[config.mk]
export PLATFORM = sky130hd
export DESIGN_NAME = hazard_ctrl
export DESIGN_NICKNAME = d
export VERILOG_FILES = /design/src/rtl/hazard_ctrl.sv
export SDC_FILE = /design/constraint.sdc
export NUM_CORES = 1
export LEC_CHECK = 0
export CELL_PAD_IN_SITES_DETAIL_PLACEMENT = 2
export CELL_PAD_IN_SITES_GLOBAL_PLACEMENT = 2
export CORE_ASPECT_RATIO = 1.25
export CORE_MARGIN = 2
export CORE_UTILIZATION = 30
export DETAILED_ROUTE_END_ITERATION = 12
export GPL_TIMING_DRIVEN = 0
export PLACE_DENSITY = 0.89
export SLEW_MARGIN = 20
export SYNTH_ARGS = -nofsm -noshare
export SYNTH_HDL_FRONTEND = slang
export SYNTH_SLANG_ARGS = --single-unit
export TNS_END_PERCENT = 5
[constraint.sdc]
create_clock -name clk -period 2.8 [get_ports clk]
set_clock_uncertainty 0.05 [all_clocks]
set_input_delay 0.56 -clock clk [delete_from_list [all_inputs] [get_ports clk]]
set_output_delay 0.56 -clock clk [all_outputs]
set_load 0.01 [all_outputs]
[src/rtl/hazard_ctrl.sv]
// -----------------------------------------------------------------------------
// hazard_ctrl
// Pipeline hazard controller for a 5-stage in-order core. It reads the ID/EX
// register outputs and drives the ID/EX clear input through FlushE. It
// produces the fetch/decode stall and flush controls and the EX-stage operand
// forwarding selects.
//
// The MEM and WB destination registers are tracked internally. A two-deep
// shadow pipe follows RdE/RegWriteE, so the core does not have to route
// RdM/RdW back to this block. Two saturating counters record stall and flush
// cycles for performance debug.
//
// States:
//   state  | meaning
//   RUN    | normal issue; flushes and the first load-use stall cycle occur here
//   LSTALL | extra load-use stall cycles while dcnt counts down (LOAD_LAT > 1)
//
// Ports:
//   clk                 clock, rising edge
//   reset               asynchronous reset, active low
//   Rs1D, Rs2D          source registers of the instruction in ID
//   Rs1E, Rs2E, RdE     source/destination registers in EX
//   RegWriteE           EX instruction writes the register file
//   ResultSrcE          2'b01 marks a load in EX
//   PCSrcE              taken branch / jump resolved in EX
//   StallF, StallD      hold PC / IF-ID register
//   FlushD, FlushE      clear IF-ID / ID-EX register
//   ForwardAE/BE        operand select: 00 RF, 01 WB, 10 MEM
//   stall_cnt           saturating count of cycles with StallD=1
//   flush_cnt           saturating count of cycles with FlushD=1
// -----------------------------------------------------------------------------
module hazard_ctrl #(
  parameter int LOAD_LAT = 1,
  parameter int CNT_W    = 32
) (
  input  logic             clk,
  input  logic             reset,
  input  logic [4:0]       Rs1D,
  input  logic [4:0]       Rs2D,
  input  logic [4:0]       Rs1E,
  input  logic [4:0]       Rs2E,
  input  logic [4:0]       RdE,
  input  logic             RegWriteE,
  input  logic [1:0]       ResultSrcE,
  input  logic             PCSrcE,
  output logic             StallF,
  output logic             StallD,
  output logic             FlushD,
  output logic             FlushE,
  output logic [1:0]       ForwardAE,
  output logic [1:0]       ForwardBE,
  output logic [CNT_W-1:0] stall_cnt,
  output logic [CNT_W-1:0] flush_cnt
);

  localparam int DW = (LOAD_LAT > 1) ? $clog2(LOAD_LAT) : 1;

  typedef enum logic {RUN, LSTALL} state_t;

  state_t          state, state_nxt;
  logic [DW-1:0]   dcnt, dcnt_nxt;
  logic [4:0]      rdm_s, rdw_s;
  logic            rwm_s, rww_s;
  logic            lw_hit;
  logic            stall, flush_d, flush_e;
  logic [1:0]      fwd_a, fwd_b;

  // MEM wins over WB because it holds the younger value; x0 is never forwarded.
  function automatic logic [1:0] fwd_sel(input logic [4:0] rs,
                                         input logic [4:0] rdm, input logic rwm,
                                         input logic [4:0] rdw, input logic rww);
    if (rwm && rdm != 5'd0 && rdm == rs)      return 2'b10;
    else if (rww && rdw != 5'd0 && rdw == rs) return 2'b01;
    else                                      return 2'b00;
  endfunction

  assign fwd_a  = fwd_sel(Rs1E, rdm_s, rwm_s, rdw_s, rww_s);
  assign fwd_b  = fwd_sel(Rs2E, rdm_s, rwm_s, rdw_s, rww_s);

  assign lw_hit = (ResultSrcE == 2'b01) && RegWriteE && (RdE != 5'd0) &&
                  ((RdE == Rs1D) || (RdE == Rs2D));

  always_comb begin
    state_nxt = state;
    dcnt_nxt  = dcnt;
    stall     = 1'b0;
    flush_d   = 1'b0;
    flush_e   = 1'b0;
    case (state)
      RUN: begin
        if (PCSrcE) begin
          // A simultaneous load-use hit is dropped: its consumer is being flushed.
          flush_d = 1'b1;
          flush_e = 1'b1;
        end else if (lw_hit) begin
          stall   = 1'b1;
          flush_e = 1'b1;
          if (LOAD_LAT > 1) begin
            state_nxt = LSTALL;
            dcnt_nxt  = DW'(LOAD_LAT - 1);
          end
        end
      end
      LSTALL: begin
        if (PCSrcE) begin
          // The taken branch kills the stalled consumer, so the stall is abandoned.
          flush_d   = 1'b1;
          flush_e   = 1'b1;
          state_nxt = RUN;
          dcnt_nxt  = '0;
        end else begin
          stall   = 1'b1;
          flush_e = 1'b1;
          if (dcnt <= DW'(1)) begin
            state_nxt = RUN;
            dcnt_nxt  = '0;
          end else begin
            dcnt_nxt  = dcnt - DW'(1);
          end
        end
      end
      default: begin
        state_nxt = RUN;
        dcnt_nxt  = '0;
      end
    endcase
  end

  // The hazard outputs are combinational so a load-use stall takes effect in
  // the same cycle. They are gated by reset so they read 0 whenever reset is
  // asserted, whatever the inputs are.
  assign StallF    = reset & stall;
  assign StallD    = reset & stall;
  assign FlushD    = reset & flush_d;
  assign FlushE    = reset & flush_e;
  assign ForwardAE = reset ? fwd_a : 2'b00;
  assign ForwardBE = reset ? fwd_b : 2'b00;

  always_ff @(posedge clk or negedge reset) begin
    if (!reset) begin
      state <= RUN;
      dcnt  <= '0;
    end else begin
      state <= state_nxt;
      dcnt  <= dcnt_nxt;
    end
  end

  // FlushE does not gate this update: a flushed EX already presents
  // RegWriteE=0, which is the correct value to shift into MEM.
  always_ff @(posedge clk or negedge reset) begin
    if (!reset) begin
      rdm_s <= '0;
      rwm_s <= 1'b0;
      rdw_s <= '0;
      rww_s <= 1'b0;
    end else begin
      rdm_s <= RdE;
      rwm_s <= RegWriteE;
      rdw_s <= rdm_s;
      rww_s <= rwm_s;
    end
  end

  always_ff @(posedge clk or negedge reset) begin
    if (!reset) begin
      stall_cnt <= '0;
      flush_cnt <= '0;
    end else begin
      if (StallD && stall_cnt != '1) stall_cnt <= stall_cnt + CNT_W'(1);
      if (FlushD && flush_cnt != '1) flush_cnt <= flush_cnt + CNT_W'(1);
    end
  end

endmodule
==> impl_results.md, run 1 <==
- Detailed Route Iter0 Violations: 53
- Worst slack at placement: -868 ps
- Final net count: 506
- Fmax: 360 MHz
- Largest net degree at the start of global routing: 38
- Die area: 13600 sq um
- # clock sinks: 76
- Relative slew slack: 48.5%
- Critical setup path kind: input port to output pin
- Die W: 105 microns
- Initial Util: 30.4%
- Synthesized net count: 384
- CTS buffer count: 9
- Switching share of power: 24.4%
- Compound-Gate Fraction of Synth Area: 1.61%
- Initial antenna violation count: 0
- Total number of vias: 3133
- Final period util: 99.1%
- Most frequent cells in the layout: clkdlybuf4s50_1, dfrtp_1, xnor2_1, xor2_1, nand2_1
- Top cell type's share of synthesized area: 49.9%
- Critical Path RT: 2190 ps
- IR drop worst, VDD: 241 uV
- Remaining antenna violation count: 0
- CP Cell Sequence: clkdlybuf4s15_1 -> or4_4 -> o211ai_1 -> nand2b_4 -> inv_1 -> buf_4 -> dlygate4sd2_1
- Internal: 2.15 mW
- CTS tree: done
- Simple-gate share of the synthesized area: 24.5%
- Adder-Cell Fraction of Synth Area: 0.656%
- Worst setup slack after layout: 25.0 ps
- Worst-Skew Late Latency: 340 ps
- DP Cell Count: 622
- Critical Path Max Stage Delay: 450 ps
- CP Capture Type: output pin
- Met2 routed WL: 6920 microns
- Final Hold Fails: 0
- Crit path max fanout: 4
- Share of post-route cells with drive strength above 1: 15.3%
- Sequential cell fraction of total power: 42.9%
- DRC violations left: 0
- Global route overflow: 0
- Seq/Total Area, Yosys: 49.9%
- Reg clk slew, reported paths: 70 ps
- Slew Limit Fails: 0
- IO Pins: 103
- Power per Cell Area: 511 nW/um^2
- Finished Layout Cells: 646
- Met3 wire len: 424 microns
- Top cells by area, synth: dfrtp_1, xnor2_1, xor2_1
- Measured slew at the worst slew-check pin: 770 ps
- Gp weighted congestion: 0.767
- Main combinational cell family by area after synthesis: simple AND/OR/NAND/NOR gates
- Status: finished, final reports clean
- Routed length per instance: 18.8 microns
- Clock buffer depth: 2
- Die Span Y: 130 microns
- Slowest stage cell, crit path: or4_4
- Critical Path AT: 2160 ps
- All-Layer GR Usage: 18.4%
- Post-Route M1 WL: 4640 microns
- Worst hold path class: input port to async pin
- Psw: 696 uW
- Final setup vio count: 0
- Core area: 12500 sq um
- Mapped Avg Cell Area: 10.9 sq um
- # rows: 46
- Port bufs: 102
- Synthesized flop and latch total: 76
- DR pass1 iterations: 4
- DPL Wire Length: 8980 microns
- Via/cell ratio: 4.85
- DR top layer: met4
- Max_cap viols: 0
- Worst setup SP type: input port
- Root Buffer: clkbuf_16
- Vias in the first global route: 3698
- Synth Area in XOR/XNOR: 20.7%
- Top_reg_cell synth: dfrtp_1
- First-pass GRT wire length: 19700 microns
- Synth warnings: 0
- Post-synthesis mux area share: 1.18%
- Setup TNS: 0 ps
- Ys async rst share: 100%
- EDFF count, synth: 0
- Routed WL: 12100 microns
- Combinational share of power: 12.3%
- Netlist cell types: 41
- Clock network fraction of total power: 44.9%
- Diodes inserted: 0
- Post-Synthesis Cells: 351
- Final min period: 2770 ps
- Area leader, netlist: dfrtp_1
- H-tree lvl count: 3
- Synth-to-Final Area Change: 46.2%
- Post-Syn Area: 3810 sq um
- Commonest non-fill, non-tap cell in the layout: clkdlybuf4s50_1
- RSZ-0062 raised after global routing: yes
- Lkg Pwr: 2.45 nW
-- per-layer routing --
layer  up-vias  track usage [%]
met4         0             5.96
met3        14             4.15
met5         -                0
li1       1457                -
met1      1604             19.2
met2        58             36.2
-- what timing repair did --
action                     4_1_cts  5_1_grt
gates resized for setup         37       18
setup endpoints to repair        9        4
hold buffers                     0        0
setup buffers                    3        3
gates cloned                     1        1
pin swaps                        5        4
-- logic make-up (layout without fill, tap and decap cells) --
logic type                 after synthesis  in the layout
adders and majority gates                2              2
buffers and inverters                   12            139
DFF                                     76             76
AOI/OAI and AO/OA                        9              9
muxes                                    4              4
xor gates and xnor gates                90             90
and+or+nand+nor                        158            158
-- power groups by stage --
stage | Combinational [mW] | Clock [mW] | Sequential [mW]
final | 0.349 | 1.28 | 1.22
after global routing | 0.383 | 1.36 | 1.23
after CTS | 0.346 | 1.31 | 1.22
after detailed placement | 0.330 | 0 | 1.24
after global placement | 0.311 | 0 | 1.23
after floorplan | 0.110 | 0 | 1.24
-- critical path, delay by kind of cell --
kind	cells	cell delay, ps
buffers and inverters	4	690
and+or+nand+nor	2	640
AOI/OAI and AO/OA	1	270
-- through the flow --
step / hold slack [ps] / utilization (%) / area, sq um / power [mW]
detailed placement: 324 / 40.4 / 5070 / 1.57
CTS: 4.06 / 43.9 / 5500 / 2.88
finish: 7.66 / 44.4 / 5570 / 2.85
global placement: 303 / 40.2 / 5040 / 1.54
floorplan: 214 / - / 3810 / 1.35
global route: 11.4 / 44.4 / 5570 / 2.97
-- cells in the mapped netlist, types with 2 or more instances --
library cell and count:
or4_1 4, nor3_1 8, dfrtp_1 76, mux2_2 4
and2_1 3, nand2b_1 2, or4_4 2, nand4_1 22
and3_1 9, or3_1 3, nor3_2 5, buf_2 2
nor2_2 3, ha_1 2, nor4_1 7, nand2_1 30
nand3_1 21, xnor2_1 49, inv_1 8, o21ai_0 2
and4_1 4, o211ai_1 3, or2_2 2, nand4_2 2
xor2_1 41, nor2_1 22
-- state kept, by name, summed over array words and instances (netlist names) --
name       flops
flush_cnt     32
rwm_s          1
rww_s          1
stall_cnt     32
rdw_s          5
rdm_s          5
-- final timing paths --
| path | start | endpoint | slack [ps] | cells past startpoint |
|---|---|---|---|---|
| max | RdE[4] | StallF | 30 | 7 |
| min | reset | stall_cnt[29] | 8 | 1 |
| max reg2reg | stall_cnt[0] | stall_cnt[17] | 440 | 8 |
| min reg2reg | rwm_s | rww_s | 360 | 0 |
| max in group asynchronous | reset | flush_cnt[15] | 2160 | 2 |
| min in group clk | RdE[2] | rdm_s[2] | 360 | 1 |
-- final cells by class --
| cell class | count | area [sq um] |
|---|---|---|
| timing repair buffer | 111 | 1140 |
| fill | 1341 | 6970 |
| tap | 168 | 210 |
| clock buffer | 10 | 239 |
| inverter | 8 | 30.0 |
| clock inverter | 6 | 87.6 |
| sequential | 76 | 1900 |
| multi-input combinational | 263 | 1930 |
| buffer | 4 | 28.8 |
(Power assumes the default switching activity.)
==> inputs of run 2 (changes only) <==
PLACE_DENSITY = unset   (was 0.89)
PLACE_DENSITY_LB_ADDON = 0.1   (was unset)
==> run 2 against run 1 <==
Against the previous run: the flow now finishes with violations (negative setup slack); maximum frequency fell by 1.1%; sequential power barely moved; critical path depth fell by 2; combinational power fell by 5%; final area fell by 2.3%; final cell count fell by 0.62%; flip-flop and latch count did not move; hold slack improved by 20 ps; non-clock buffer count fell by 3; utilization fell by 1.0 points; via count fell by 0.96%; critical endpoint is now ForwardAE[0].
==> impl_results.md, run 2 (synthesis gave the netlist of run 1 again) <==
- Measured slew at the worst slew-check pin: 744 ps (-25.7 ps)
- Status: finished with violations
- Multi-input gate area: 1900 sq um (-1.5%)
- Failing checks: negative setup slack
- Final min period: 2800 ps (+29.9 ps)
- Lkg Pwr: 2.36 nW (-3.4%)
- CP Capture Type: output pin
- Core area: 12500 sq um (unchanged)
- All-Layer GR Usage: 17.1% (-1.3 points)
- Die area: 13600 sq um (unchanged)
- Post-route cell area: 5450 sq um (-2.3%)
- Clock buffer depth: 2 (unchanged)
- Largest regs: flush_cnt (32), stall_cnt (32)
- Power per Cell Area: 493 nW/um^2 (-3.5%)
- Fmax: 357 MHz (-1.1%)
- Switching share of power: 24.7% (+0.25 points)
- Most frequent cells in the layout: clkdlybuf4s50_1, dfrtp_1, xnor2_1, xor2_1, nand2_1
- Port bufs: 102 (unchanged)
- Final total power: 2.69 mW (-5.7%)
- Reg2Reg Setup Slack: 510 ps (+70 ps)
- Crit path max fanout: 4 (unchanged)
- DPL Wire Length: 8330 microns (-7.2%)
- Sequential cell fraction of total power: 45.5% (+2.6 points)
- Psw: 663 uW (-4.7%)
- Die W: 105 microns (unchanged)
- DR pass1 iterations: 4 (unchanged)
- Clock network fraction of total power: 42.1% (-2.8 points)
- Initial antenna violation count: 0 (unchanged)
- Register area: 1900 sq um (about the same)
- Global route overflow: 0 (unchanged)
- Vias in the first global route: 3430 (-7.2%)
- Max_cap viols: 0 (unchanged)
- # rows: 46 (unchanged)
- Total number of vias: 3103 (-0.96%)
- H-tree lvl count: 3 (unchanged)
- Final Util: 43.4% (-1.0 points)
- First-pass GRT wire length: 18300 microns (-7.0%)
- Gp weighted congestion: 0.760 (-0.86%)
- Final net count: 503 (-0.59%)
- Internal: 2.02 mW (-6.0%)
- Routed WL: 11000 microns (-9.6%)
- Worst setup SP type: register
- Final period util: 100% (+1.1 points)
- Reg-to-reg startpoint: flush_cnt[7]
- Final Hold Fails: 0 (unchanged)
- Routed length per instance: 17.1 microns (-9.0%)
- Die Span Y: 130 microns (unchanged)
- Worst-Skew Late Latency: 340 ps (about the same)
- Combinational share of power: 12.4% (about the same)
- DP Cell Count: 622 (unchanged)
- Final setup vio count: 1 (+1)
- Worst setup slack after layout: -4.87 ps (-29.9 ps)
- Via/cell ratio: 4.83 (-0.34%)
- DP Area: 5060 sq um (-0.15%)
- Root Buffer: clkbuf_16
- Critical Path AT: 2190 ps (+30 ps)
- Worst hold path class: input port to async pin
- DRC violations left: 0 (unchanged)
- Detailed Route Iter0 Violations: 43 (-19%)
- Synth-to-Final Area Change: 42.8%
- RSZ-0062 raised after global routing: yes
- CTS tree: done
- Reg2reg end: flush_cnt[28]
- Initial Util: 30.4% (unchanged)
- IO Pins: 103 (unchanged)
- Worst reg2reg path depth: 5 (-3)
- Diodes inserted: 0 (unchanged)
- Reg clk slew, reported paths: 50 ps (-20 ps)
- Slew Limit Fails: 0 (unchanged)
- Critical setup path kind: register to output pin
- IR drop worst, VDD: 268 uV (+11%)
- Setup TNS: -4.87 ps (-4.87 ps)
- Share of post-route cells with drive strength above 1: 13.5% (-1.8 points)
- Critical Path RT: 2190 ps (about the same)
- Relative slew slack: 50.2% (+1.7 points)
- Commonest non-fill, non-tap cell in the layout: clkdlybuf4s50_1
- Remaining antenna violation count: 0 (unchanged)
- CTS buffer count: 9 (unchanged)
- Finished Layout Cells: 642 (-0.62%)
- Filler cells: 1384 (+3.2%)
- Largest net degree at the start of global routing: 46 (+21%)
- # clock sinks: 76 (unchanged)
run 2: repair_timing:
| item | in CTS | in global routing |
|---|---|---|
| pin swaps | 4 | 2 |
| hold buffers | 0 | 0 |
| resized for setup | 36 | 7 |
| setup buffers | 4 | 1 |
| setup endpoints to repair | 18 | 22 |
run 2: worst max-delay path, cell delays in order, from the launching register on:
cell and delay, ps:
dfrtp_2 440, or4_1 560, o21ai_2 210, nor4_2 80, nor4_1 290, clkdlybuf4s15_2 270
run 2: power by group through the flow:
stage	clock network, mW	logic, mW	registers, mW
finish	1.13	0.333	1.22
global route	1.21	0.362	1.23
CTS	1.16	0.337	1.22
detailed placement	0	0.326	1.24
global placement	0	0.315	1.23
floorplan	0	0.110	1.24
run 2: worst max path at each step:
stage | start | end | slack [ps] | depth (start not counted)
floorplan | RdE[1] | StallF | 390 | 5
global placement | reset | StallF | -3560 | 7
detailed placement | RdE[1] | StallF | -860 | 7
CTS | rdm_s[1] | ForwardBE[1] | -90 | 5
global route | rdm_s[1] | ForwardAE[0] | -140 | 5
finish | rdm_s[1] | ForwardAE[0] | -5 | 5
run 2: cell type report:
class | instances | share of cell area, %
Sequential cell | 76 | 34.9
Multi-Input combinational cell | 263 | 34.9
Timing Repair Buffer | 108 | 19.9
Clock buffer | 10 | 4.20
Tap cell | 168 | 3.86
Clock inverter | 5 | 0.988
Buffer | 4 | 0.574
Inverter | 8 | 0.551
run 2: per-stage QoR:
stage	hold WS [ps]	setup WS, ps
after global routing	34.1	-135
final	27.8	-4.87
after floorplan	214	395
after detailed placement	318	-863
after global placement	312	-3560
after CTS	70.3	-86.7
run 2: routing by layer:
layer / GRT usage, % / wire, microns / vias to the layer above
li1: - / - / 1453
met1: 19.8 / 4550 / 1585
met2: 31.4 / 5860 / 56
met3: 4.15 / 441 / 9
met4: 4.71 / 123 / 0
met5: 0 / 0 / -
